--- src/rtl/uart_tx_cfg.sv ---
// Purpose: configurable UART transmitter with run-time divisor, parity and stop bits.
// Latency: the line drops to the start bit one clock after accept; the frame is div*(1+DATA_BITS+P+S) clocks.
// Backpressure: o_Ready is high only in idle with i_RTS set; a word is taken on i_Valid && o_Ready.
module uart_tx_cfg #(
  parameter int DATA_BITS = 8,
  parameter int DIV_WIDTH = 16
) (
  input  logic                 i_Clock,
  input  logic                 rst,
  input  logic [DIV_WIDTH-1:0] i_Div,
  input  logic                 i_Parity_En,
  input  logic                 i_Parity_Odd,
  input  logic                 i_Two_Stop,
  input  logic                 i_RTS,
  input  logic                 i_Valid,
  input  logic [DATA_BITS-1:0] i_Data,
  output logic                 o_Ready,
  output logic                 o_TX_Active,
  output logic                 o_TX_Serial,
  output logic                 o_TX_Done
);

  localparam int IDX_W = (DATA_BITS > 1) ? $clog2(DATA_BITS) : 1;

  typedef enum logic [2:0] {
    S_IDLE,
    S_START,
    S_DATA,
    S_PARITY,
    S_STOP
  } state_t;

  state_t               state;
  logic [DIV_WIDTH-1:0] clk_cnt;
  logic [DIV_WIDTH-1:0] div_r;
  logic [DIV_WIDTH-1:0] div_clamped;
  logic [IDX_W-1:0]     bit_idx;
  logic [DATA_BITS-1:0] shreg;
  logic                 par_en_r;
  logic                 par_bit_r;
  logic                 two_stop_r;
  logic                 stop_second;
  logic                 accept;
  logic                 bit_end;

  // Divisors below 2 would give zero- or one-clock bits; treat them as 2.
  always_comb begin
    div_clamped = i_Div;
    if (i_Div < DIV_WIDTH'(2)) div_clamped = DIV_WIDTH'(2);
  end

  assign o_Ready = (state == S_IDLE) && i_RTS && !rst;
  assign accept  = i_Valid && o_Ready;
  assign bit_end = (clk_cnt == div_r - DIV_WIDTH'(1));

  // Frame sequencer: latches the word and config on accept, then walks start/data/parity/stop.
  always_ff @(posedge i_Clock) begin
    if (rst) begin
      state       <= S_IDLE;
      clk_cnt     <= '0;
      div_r       <= '0;
      bit_idx     <= '0;
      shreg       <= '0;
      par_en_r    <= 1'b0;
      par_bit_r   <= 1'b0;
      two_stop_r  <= 1'b0;
      stop_second <= 1'b0;
      o_TX_Serial <= 1'b1;
      o_TX_Active <= 1'b0;
      o_TX_Done   <= 1'b0;
    end else begin
      o_TX_Done <= 1'b0;
      if (state == S_IDLE) begin
        if (accept) begin
          shreg       <= i_Data;
          div_r       <= div_clamped;
          par_en_r    <= i_Parity_En;
          // Parity is resolved at accept so later data/mode changes cannot leak in.
          par_bit_r   <= (^i_Data) ^ i_Parity_Odd;
          two_stop_r  <= i_Two_Stop;
          clk_cnt     <= '0;
          bit_idx     <= '0;
          stop_second <= 1'b0;
          state       <= S_START;
          o_TX_Serial <= 1'b0;
          o_TX_Active <= 1'b1;
        end
      end else if (!bit_end) begin
        clk_cnt <= clk_cnt + DIV_WIDTH'(1);
      end else begin
        clk_cnt <= '0;
        case (state)
          S_START: begin
            state       <= S_DATA;
            o_TX_Serial <= shreg[0];
          end
          S_DATA: begin
            if (bit_idx == IDX_W'(DATA_BITS - 1)) begin
              if (par_en_r) begin
                state       <= S_PARITY;
                o_TX_Serial <= par_bit_r;
              end else begin
                state       <= S_STOP;
                o_TX_Serial <= 1'b1;
              end
            end else begin
              bit_idx     <= bit_idx + IDX_W'(1);
              shreg       <= shreg >> 1;
              o_TX_Serial <= shreg[1];
            end
          end
          S_PARITY: begin
            state       <= S_STOP;
            o_TX_Serial <= 1'b1;
          end
          S_STOP: begin
            if (two_stop_r && !stop_second) begin
              stop_second <= 1'b1;
            end else begin
              state       <= S_IDLE;
              o_TX_Serial <= 1'b1;
              o_TX_Active <= 1'b0;
              o_TX_Done   <= 1'b1;
            end
          end
          default: begin
            state       <= S_IDLE;
            o_TX_Serial <= 1'b1;
            o_TX_Active <= 1'b0;
          end
        endcase
      end
    end
  end

endmodule
--- config.mk ---
export PLATFORM = sky130hd
export DESIGN_NAME = uart_tx_cfg
export DESIGN_NICKNAME = d
export VERILOG_FILES = /design/src/rtl/uart_tx_cfg.sv
export SDC_FILE = /design/constraint.sdc
export NUM_CORES = 1
export LEC_CHECK = 0
export CAP_MARGIN = 20
export CORE_UTILIZATION = 51
export CTS_CLUSTER_DIAMETER = 30
export DETAILED_ROUTE_END_ITERATION = 10
export PLACE_DENSITY_LB_ADDON = 0.1
export RECOVER_POWER = 50
export SYNTH_ARGS = -nofsm -noshare
export SYNTH_HDL_FRONTEND = slang
export SYNTH_SLANG_ARGS = --single-unit
export TNS_END_PERCENT = 100
--- constraint.sdc ---
create_clock -name i_Clock -period 2.5 [get_ports i_Clock]
set_input_delay 0.5 -clock i_Clock [delete_from_list [all_inputs] [get_ports i_Clock]]
set_output_delay 0.5 -clock i_Clock [all_outputs]
set_load 0.02 [all_outputs]
==> flow_metrics.tcl, run 1 <==
set metrics [dict create \
    status "finished, violations left" \
    violations "setup timing" \
    place.gp.congestion 0.8394 \
    yosysMostFrequentCell "nand2_1" \
    start_util 0.5332 \
    critPathCaptureType "flop" \
    cts_sinks 53 \
    fin_cells 520 \
    synth_area_leader_cell "dfxtp_1" \
    grt_setup_unrepaired "true" \
    post_drt_via_cell_ratio 5.637 \
    grt-ovfl-total 0 \
    ys.flop_type "dfxtp_1" \
    startpoint "div_r[0]$_SDFFE_PP0P_" \
    synth.distinct_cells 54 \
    wire_per_inst_um 14.46 \
    clk_pin_slew_worst_paths_ns 0.10 \
    die_h_um 80.91 \
    slew_headroom 0.5070 \
    powerDensity_nw_per_um2 461.0 \
    die_x_um 80.91 \
    crit_fanout 5 \
    startpoint_type "flop" \
    finClkSkew_ns 0.008025 \
    drv_slew 0 \
    synthArstFlopShare 0 \
    dp_hpwl_um 5589 \
    cts_made_buffers 5 \
    critical_path_required_ns 2.70 \
    placed_cell_area_um2 3786 \
    place_inst 507 \
    rows 28 \
    finalHoldViolations 0 \
    regArea_um2 1067 \
    hold_path_depth 2 \
    totalWireLength_um 7517 \
    grt_pass1_vias 2760 \
    fin_tns_setup_ns -0.3704 \
    timing.rr.start "div_r[0]$_SDFFE_PP0P_" \
    period_minus_slack_ns 2.543 \
    arrival_ns 2.75 \
    setup_viol 21 \
    die_area_um2 6546 \
    grt_pass1_wl_um 12530 \
    n_antenna_cell 0 \
    ys_seq_area_frac 0.3341 \
    grt_max_degree 26 \
    max-vdd-ir-drop_uv 291.7 \
    ctsLongestPathBuffers 2 \
    critPathKind "flop to flop" \
    regToRegSetupSlack_ns -0.04 \
    finalCritPeriodShare 1.017 \
    yosys_register_bits 53 \
    grtUsageTotal 0.2464 \
    timing.final.ws_setup_ns -0.04315 \
    n_fill_cell 493 \
    tightestPinTransition_ns 0.7395 \
    synthTopCellsByArea "dfxtp_1, nand2_1, xnor2_1, nand3_1, mux2_4" \
    drv_cap 0 \
    syn_nets 425 \
    dr.pass1.iters 4 \
    drt-initial-drc-count 106 \
    min_path_type "flop to flop" \
    antenna_found_initial 0 \
    synth-edff-count 0 \
    rr_worst_depth 7 \
    max_freq_mhz 393.2 \
    avgSynthCellArea_um2 8.142 \
    syn-instance-count 390 \
    postLayoutCoreUtil 0.6876 \
    cts_hold_buf 0 \
    coreArea_um2 5956 \
    synth_top_cell_area_share 0.3341 \
    min-delay-start "two_stop_r$_SDFFE_PP0P_" \
    cts_max_level 2 \
    finalNetCount 479 \
    netlist_top_cells_count "nand2_1, dfxtp_1, nand3_1" \
    routed-via-count 2931 \
    cts_tree "yes" \
    layout-drive-gt1-share 0.2090 \
    syn_area_um2 3176 \
    cts_root_buf "clkbuf_8" \
    multi_input_area_um2 2097 \
    ant_nets 0 \
    synthToLayoutAreaGrowth_pct 28.96 \
    fin_area_um2 4095 \
    pin_count 35 \
    drc 0 \
    leakagePower_nw 1.586 \
    worst_skew_pair.late_latency_ns 0.30 \
    numPortBuffers 34 \
    ys_warn_count 0 \
]
[report_power, final]
| part | switching (mW) | internal, mW | leakage, nW |
|---|---|---|---|
| clock | 0.274 | 0.251 | 0.0542 |
| combinational | 0.218 | 0.242 | 1.10 |
| sequential | 0.0313 | 0.872 | 0.432 |
[cell usage in the layout, fill, tap and decap left out, drive strengths merged, types with 8 or more instances in the layout]
cell / n
a21oi: 10
a31oi: 8
buf: 40
clkbuf: 8
clkdlybuf4s50: 30
dfxtp: 53
inv: 10
mux2: 9
mux2i: 8
nand2: 76
nand3: 35
nand4: 15
nor2: 11
nor2b: 13
nor3: 10
nor4: 9
o21ai: 9
o311ai: 8
xnor2: 24
[through the flow]
stage / setup slack [ns] / hold WS, ns / total power [mW]
after detailed placement: -0.1265 / 0.4434 / 1.321
after CTS: -0.004851 / 0.4658 / 1.870
after global routing: -0.1456 / 0.4744 / 1.975
after global placement: -0.1103 / 0.4367 / 1.318
after floorplan: 0.001460 / 0.4211 / 1.173
final: -0.04315 / 0.4591 / 1.888
[what timing repair did]
action                                  in CTS  in global routing
buffers inserted                             0                  4
gates cloned                                 0                  1
gates resized for setup                     15                 28
endpoints found under the setup margin      27                 31
pin swaps                                   11                 11
[layout make-up]
class | count | share of cell area
Inverter | 10 | 0.009777
Clock buffer | 7 | 0.02353
Timing Repair Buffer | 75 | 0.1699
Sequential cell | 53 | 0.2606
Clock inverter | 1 | 0.001222
Tap cell | 75 | 0.02291
Multi-Input combinational cell | 299 | 0.5121
[worst max-delay path, stage by stage (launching register included)]
cell	delay [ns]
dfxtp_4	0.37
or4_4	0.59
o41ai_4	0.41
nand4_1	0.20
nor4_4	0.26
buf_4	0.20
a21o_4	0.13
mux2_4	0.28
[per-layer routing]
metal | up-vias | track usage | routed length, µm
li1 | 1500 | - | -
met1 | 1365 | 0.3372 | 3777
met2 | 57 | 0.4008 | 3367
met3 | 9 | 0.03371 | 244
met4 | 0 | 0.07321 | 127
met5 | - | 0 | 0
[registers in the layout (all words and copies together) (netlist names)]
signal	count
clk_cnt	16
div_r	16
shreg	8
bit_idx	3
state	3
o_TX_Active	1
o_TX_Done	1
o_TX_Serial	1
par_bit_r	1
par_en_r	1
stop_second	1
two_stop_r	1
[worst paths after layout]
| path | endpoint |
|---|---|
| worst min-delay path | two_stop_r$_SDFFE_PP0P_ |
| worst max-delay path | state[0]$_SDFFE_PP0P_ |
| worst max register to register | state[0]$_SDFFE_PP0P_ |
| worst min register to register | two_stop_r$_SDFFE_PP0P_ |
[kinds of logic (layout without fill, tap and decap cells)]
logic type / Yosys count / after routing / share of synthesized area
AND/OR/NAND/NOR: 194 / 194 / 0.3172
AO/OA/AOI/OAI: 55 / 55 / 0.1277
flip-flops: 53 / 53 / 0.3341
buffers and inverters: 38 / 93 / 0.05989
XOR/XNOR: 29 / 29 / 0.07998
multiplexers: 17 / 17 / 0.06541
adder cells (fa/ha/maj): 4 / 4 / 0.01576
No activity file was read; power rests on OpenSTA's default activity.
==> run 2: changes to the inputs <==
CORE_UTILIZATION = 53   (was 51)
CTS_BUF_LIST = sky130_fd_sc_hd__clkbuf_2   (was unset)
SLEW_MARGIN = 10   (was unset)
==> run 2 against run 1 <==
Net effect:
- the flow still finishes with violations (setup timing)
- non-clock buffer count grew 4
- maximum frequency decreased by 0.37%
- core utilization up 4.2 points
- worst hold slack improved by 0.019 ns
- clock skew grew 0.0078 ns
==> flow_metrics.tcl, run 2 (same netlist as run 1, synthesis figures left out) <==
set metrics [dict create \
    n_fill_cell 439 \
    totalWireLength_um 7759 \
    min-delay-start "two_stop_r$_SDFFE_PP0P_" \
    grt_setup_unrepaired "true" \
    finalCritPeriodShare 1.021 \
    drt-initial-drc-count 218 \
    startpoint "div_r[0]$_SDFFE_PP0P_" \
    fin_tns_setup_ns -0.1601 \
    rows 27 \
    rr_worst_depth 11 \
    violations "setup timing" \
    fin_cells 520 \
    startpoint_type "flop" \
    layout_commonest_cell "nand2_1" \
    start_util 0.5629 \
    timing.rr.start "div_r[0]$_SDFFE_PP0P_" \
    finClkSkew_ns 0.01580 \
    grt-ovfl-total 0 \
    leakagePower_nw 1.593 \
    r2r-end "state[1]$_SDFFE_PP0P_" \
    critPathKind "flop to flop" \
    ctsLongestPathBuffers 2 \
    timing.final.ws_setup_ns -0.05263 \
    numPortBuffers 34 \
    slew_headroom 0.6293 \
    cts_max_level 2 \
    critPathCaptureType "flop" \
    regToRegSetupSlack_ns -0.05 \
    die_area_um2 6305 \
    worst_skew_pair.late_latency_ns 0.44 \
    grtUsageTotal 0.2488 \
    die_h_um 79.41 \
    critical_path_required_ns 2.86 \
    multi_input_area_um2 2170 \
    place.gp.congestion 0.8849 \
    drc 0 \
    post_drt_via_cell_ratio 5.692 \
    combPwrFrac 0.281 \
    finalNetCount 483 \
    routed-via-count 2960 \
    cts_tree "yes" \
    layout_common_cells "nand2_1, dfxtp_1, nand3_1, clkdlybuf4s50_1, buf_4" \
    antenna_found_initial 0 \
    coreArea_um2 5642 \
    n_antenna_cell 0 \
    pin_count 35 \
    place_inst 506 \
    reg.largest.list "clk_cnt x16, div_r x16, shreg x8" \
    grt_max_degree 26 \
    crit_fanout 5 \
    powerDensity_nw_per_um2 414.7 \
    p_switching_uw 517.6 \
    dp_hpwl_um 5523 \
    grt_pass1_wl_um 12350 \
    regArea_um2 1067 \
    status "finished, violations left" \
    cts_root_buf "clkbuf_2" \
    ant_nets 0 \
    period_minus_slack_ns 2.553 \
    grt_pass1_vias 2615 \
    power.internal_mw 1.190 \
    arrival_ns 2.91 \
    min_path_type "flop to flop" \
    setup_viol 10 \
    p_seq_frac 0.531 \
    max_freq_mhz 391.8 \
    pwr-share-clk 0.188 \
    die_x_um 79.41 \
    whs_ns 0.4779 \
    max-vdd-ir-drop_uv 308.1 \
    dr.pass1.iters 4 \
    drv_cap 0 \
    tightestPinTransition_ns 0.5547 \
    drv_slew 0 \
    finalHoldViolations 0 \
    clk_pin_slew_worst_paths_ns 0.24 \
    finalPower_mw 1.708 \
    min_to "two_stop_r$_SDFFE_PP0P_" \
    postLayoutCoreUtil 0.7299 \
    swShare 0.3031 \
    wire_per_inst_um 14.92 \
    cts_made_buffers 5 \
    hold_path_depth 2 \
    synthToLayoutAreaGrowth_pct 29.67 \
    cts_sinks 53 \
    layout-drive-gt1-share 0.2388 \
]
[run 2: cell types whose count changed in the layout (fill, tap and decap cells not counted), sizes merged]
cell	delta
buf	+4
clkbuf	-1
clkdlybuf4s50	+3
dlygate4sd3	-4
dlymetal6s2s	+1
[run 2: worst max path at each step]
stage | slack (ns) | end | depth (start not counted)
finish | -0.05 | state[1]$_SDFFE_PP0P_ | 11
detailed placement | -0.08 | state[0]$_SDFFE_PP0P_ | 7
global route | -0.14 | state[1]$_SDFFE_PP0P_ | 11
global placement | -0.02 | clk_cnt[12]$_SDFFE_PP0P_ | 9
floorplan | 0.001 | clk_cnt[1]$_SDFFE_PP0P_ | 10
CTS | -0.008 | clk_cnt[12]$_SDFFE_PP0P_ | 8
[run 2: cell type report]
type,instances,share of cell area
clock inverter,1,0.0009116
multi-input combinational,299,0.5269
sequential,53,0.2592
tap,72,0.02188
clock buffer,6,0.007293
timing repair buffer,79,0.1747
inverter,10,0.009116
[run 2: power by group through the flow]
| stage | clock network, mW | logic (mW) | registers [mW] |
|---|---|---|---|
| floorplan | 0 | 0.257 | 0.916 |
| global placement | 0 | 0.396 | 0.920 |
| detailed placement | 0 | 0.402 | 0.921 |
| CTS | 0.327 | 0.425 | 0.906 |
| global route | 0.363 | 0.515 | 0.913 |
| finish | 0.321 | 0.479 | 0.907 |
[run 2: per-stage QoR]
stage	worst slack (ns)	area [µm²]
final	-0.05263	4118
after global routing	-0.1390	4118
after CTS	-0.008306	3877
after detailed placement	-0.07853	3785
after global placement	-0.02492	3785
after floorplan	0.001460	3209
[run 2: worst max-delay path: stages (launching register included)]
cell	delay (ns)
dfxtp_2	0.39
inv_2	0.07
ha_4	0.15
nor3b_4	0.24
buf_6	0.15
nand2_4	0.05
nor4_4	0.32
a31oi_4	0.08
or4_4	0.64
buf_6	0.17
o211ai_2	0.15
o21ai_1	0.08
[run 2: routing by layer]
layer | vias up | share of wire | routed length, µm | track usage
li1 | 1516 | - | - | -
met3 | 11 | 0.039 | 302 | 0.04000
met1 | 1374 | 0.49 | 3823 | 0.3575
met5 | - | 0 | 0 | 0
met2 | 59 | 0.46 | 3543 | 0.3819
met4 | 0 | 0.011 | 89 | 0.06909
[run 2: timing repair]
action / 4_1_cts / 5_1_grt
setup buffers: 1 / 6
resized for setup: 10 / 50
endpoints found under the setup margin: 28 / 33
pin swaps: 6 / 16
gates cloned: 0 / 1
hold buffers: 0 / 0
==> run 3: changes to the inputs <==
CORE_UTILIZATION = 51   (was 53)
CTS_BUF_LIST = sky130_fd_sc_hd__clkbuf_16   (was sky130_fd_sc_hd__clkbuf_2)
SKIP_CTS_REPAIR_TIMING = 1   (was unset)
==> run 3 against run 2 <==
Net effect:
- the run still ends with setup timing left
- cell count is 0.19% lower
- via count is 0.27% higher
- worst setup slack better by 0.025 ns
- first-iteration DRC count is 36% lower
- non-clock buffer count is 5 lower
- clock power is 110% higher
- maximum frequency is 0.98% higher
- worst hold slack worse by 0.025 ns
- core utilization is 3.8 points lower
- sequential share of layout area is 0.076 points lower
- die area is 3.8% higher
- largest power group unchanged
==> flow_metrics.tcl, run 3 (same netlist as run 1, synthesis figures left out) <==
set metrics [dict create \
    status "finished, violations left" \
    violations "setup timing" \
    startpoint "div_r[0]$_SDFFE_PP0P_" \
    startpoint_type "flop" \
    numPortBuffers 34 \
    dp_hpwl_um 5589 \
    hold_path_depth 2 \
    critical_path_required_ns 2.67 \
    min_path_type "flop to flop" \
    leakagePower_nw 1.600 \
    start_util 0.5332 \
    layout_commonest_cell "nand2_1" \
    coreArea_um2 5956 \
    reg.largest.list "clk_cnt x16, div_r x16, shreg x8" \
    finalPower_mw 2.024 \
    timing.final.ws_setup_ns -0.02795 \
    wire_per_inst_um 14.82 \
    timing.rr.start "div_r[0]$_SDFFE_PP0P_" \
    routed-via-count 2968 \
    powerDensity_nw_per_um2 491.3 \
    grt-ovfl-total 0 \
    max_freq_mhz 395.6 \
    max-vdd-ir-drop_uv 355.4 \
    finClkSkew_ns 0.004960 \
    cts_made_buffers 5 \
    tightestPinTransition_ns 0.4983 \
    period_minus_slack_ns 2.528 \
    critPathKind "flop to flop" \
    totalWireLength_um 7691 \
    min_to "two_stop_r$_SDFFE_PP0P_" \
    pin_count 35 \
    r2r-end "clk_cnt[2]$_SDFFE_PP0P_" \
    synthToLayoutAreaGrowth_pct 29.75 \
    min-delay-start "two_stop_r$_SDFFE_PP0P_" \
    ant_nets 0 \
    antenna_found_initial 0 \
    n_antenna_cell 0 \
    slew_headroom 0.6654 \
    layout-drive-gt1-share 0.2072 \
    drv_slew 0 \
    place.gp.congestion 0.8394 \
    cts_tree "yes" \
    layout_common_cells "nand2_1, dfxtp_1, nand3_1" \
    rows 28 \
    grtUsageTotal 0.2473 \
    grt_pass1_vias 2761 \
    critPathCaptureType "flop" \
    clk_pin_slew_worst_paths_ns 0.07 \
    cts_sinks 53 \
    cts_max_level 2 \
    dr.pass1.iters 4 \
    drc 0 \
    die_h_um 80.91 \
    drt-initial-drc-count 139 \
    cts_root_buf "clkbuf_16" \
    arrival_ns 2.70 \
    finalCritPeriodShare 1.011 \
    worst_skew_pair.late_latency_ns 0.29 \
    regToRegSetupSlack_ns -0.03 \
    crit_fanout 8 \
    rr_worst_depth 8 \
    drv_cap 0 \
    grt_max_degree 26 \
    grt_setup_unrepaired "true" \
    setup_viol 13 \
    finalNetCount 478 \
    grt_pass1_wl_um 12480 \
    finalHoldViolations 0 \
    die_area_um2 6546 \
    ctsLongestPathBuffers 2 \
    fin_tns_setup_ns -0.1668 \
    die_x_um 80.91 \
    post_drt_via_cell_ratio 5.719 \
]
run 3: metrics by stage:
step	utilization	area (µm²)	setup WS, ns	std cells	hold WS (ns)
floorplan	-	3209	0.001460	390	0.4211
global placement	0.6357	3786	-0.1103	507	0.4367
detailed placement	0.6357	3786	-0.1265	507	0.4434
CTS	0.6588	3924	-0.1591	515	0.4596
global route	0.6918	4120	-0.1466	519	0.4681
finish	0.6918	4120	-0.02795	519	0.4528
run 3: area by class of cell:
type	count	area (µm²)
well taps	75	93.84
repair buffers	74	689.4
fillers	495	1836
clock buffers	5	125.1
clock inverters	3	12.51
flip-flops and latches	53	1065
multi-input cells	299	2097
inverters	10	37.54
run 3: critical path, stage by stage (launching register included):
cell	delay (ns)
dfxtp_2	0.34
or4_4	0.61
nor3_4	0.20
xnor2_1	0.16
nand3_1	0.10
or4_4	0.63
buf_6	0.16
a31oi_1	0.12
mux2i_1	0.09
run 3: power by group:
| group | switching, mW | leakage, nW | internal [mW] |
|---|---|---|---|
| Sequential | 0.0310 | 0.432 | 0.873 |
| Clock | 0.301 | 0.0687 | 0.363 |
| Combinational | 0.218 | 1.10 | 0.239 |
| Total | 0.550 | 1.60 | 1.47 |
run 3: how the worst max path moves through the flow:
stage | end | slack, ns | depth (start not counted)
2_1_floorplan | clk_cnt[1]$_SDFFE_PP0P_ | 0.001 | 10
3_3_place_gp | state[0]$_SDFFE_PP0P_ | -0.11 | 7
3_5_place_dp | state[0]$_SDFFE_PP0P_ | -0.13 | 7
4_1_cts | state[0]$_SDFFE_PP0P_ | -0.16 | 7
5_1_grt | clk_cnt[14]$_SDFFE_PP0P_ | -0.15 | 8
6_report | clk_cnt[2]$_SDFFE_PP0P_ | -0.03 | 8
run 3: routing by layer:
metal  share of wire  up-vias  track usage
met5               0        -            0
met4           0.018        0      0.07857
met3           0.036       10      0.04382
met2            0.45       65       0.3975
met1            0.49     1384       0.3342
li1                -     1509            -
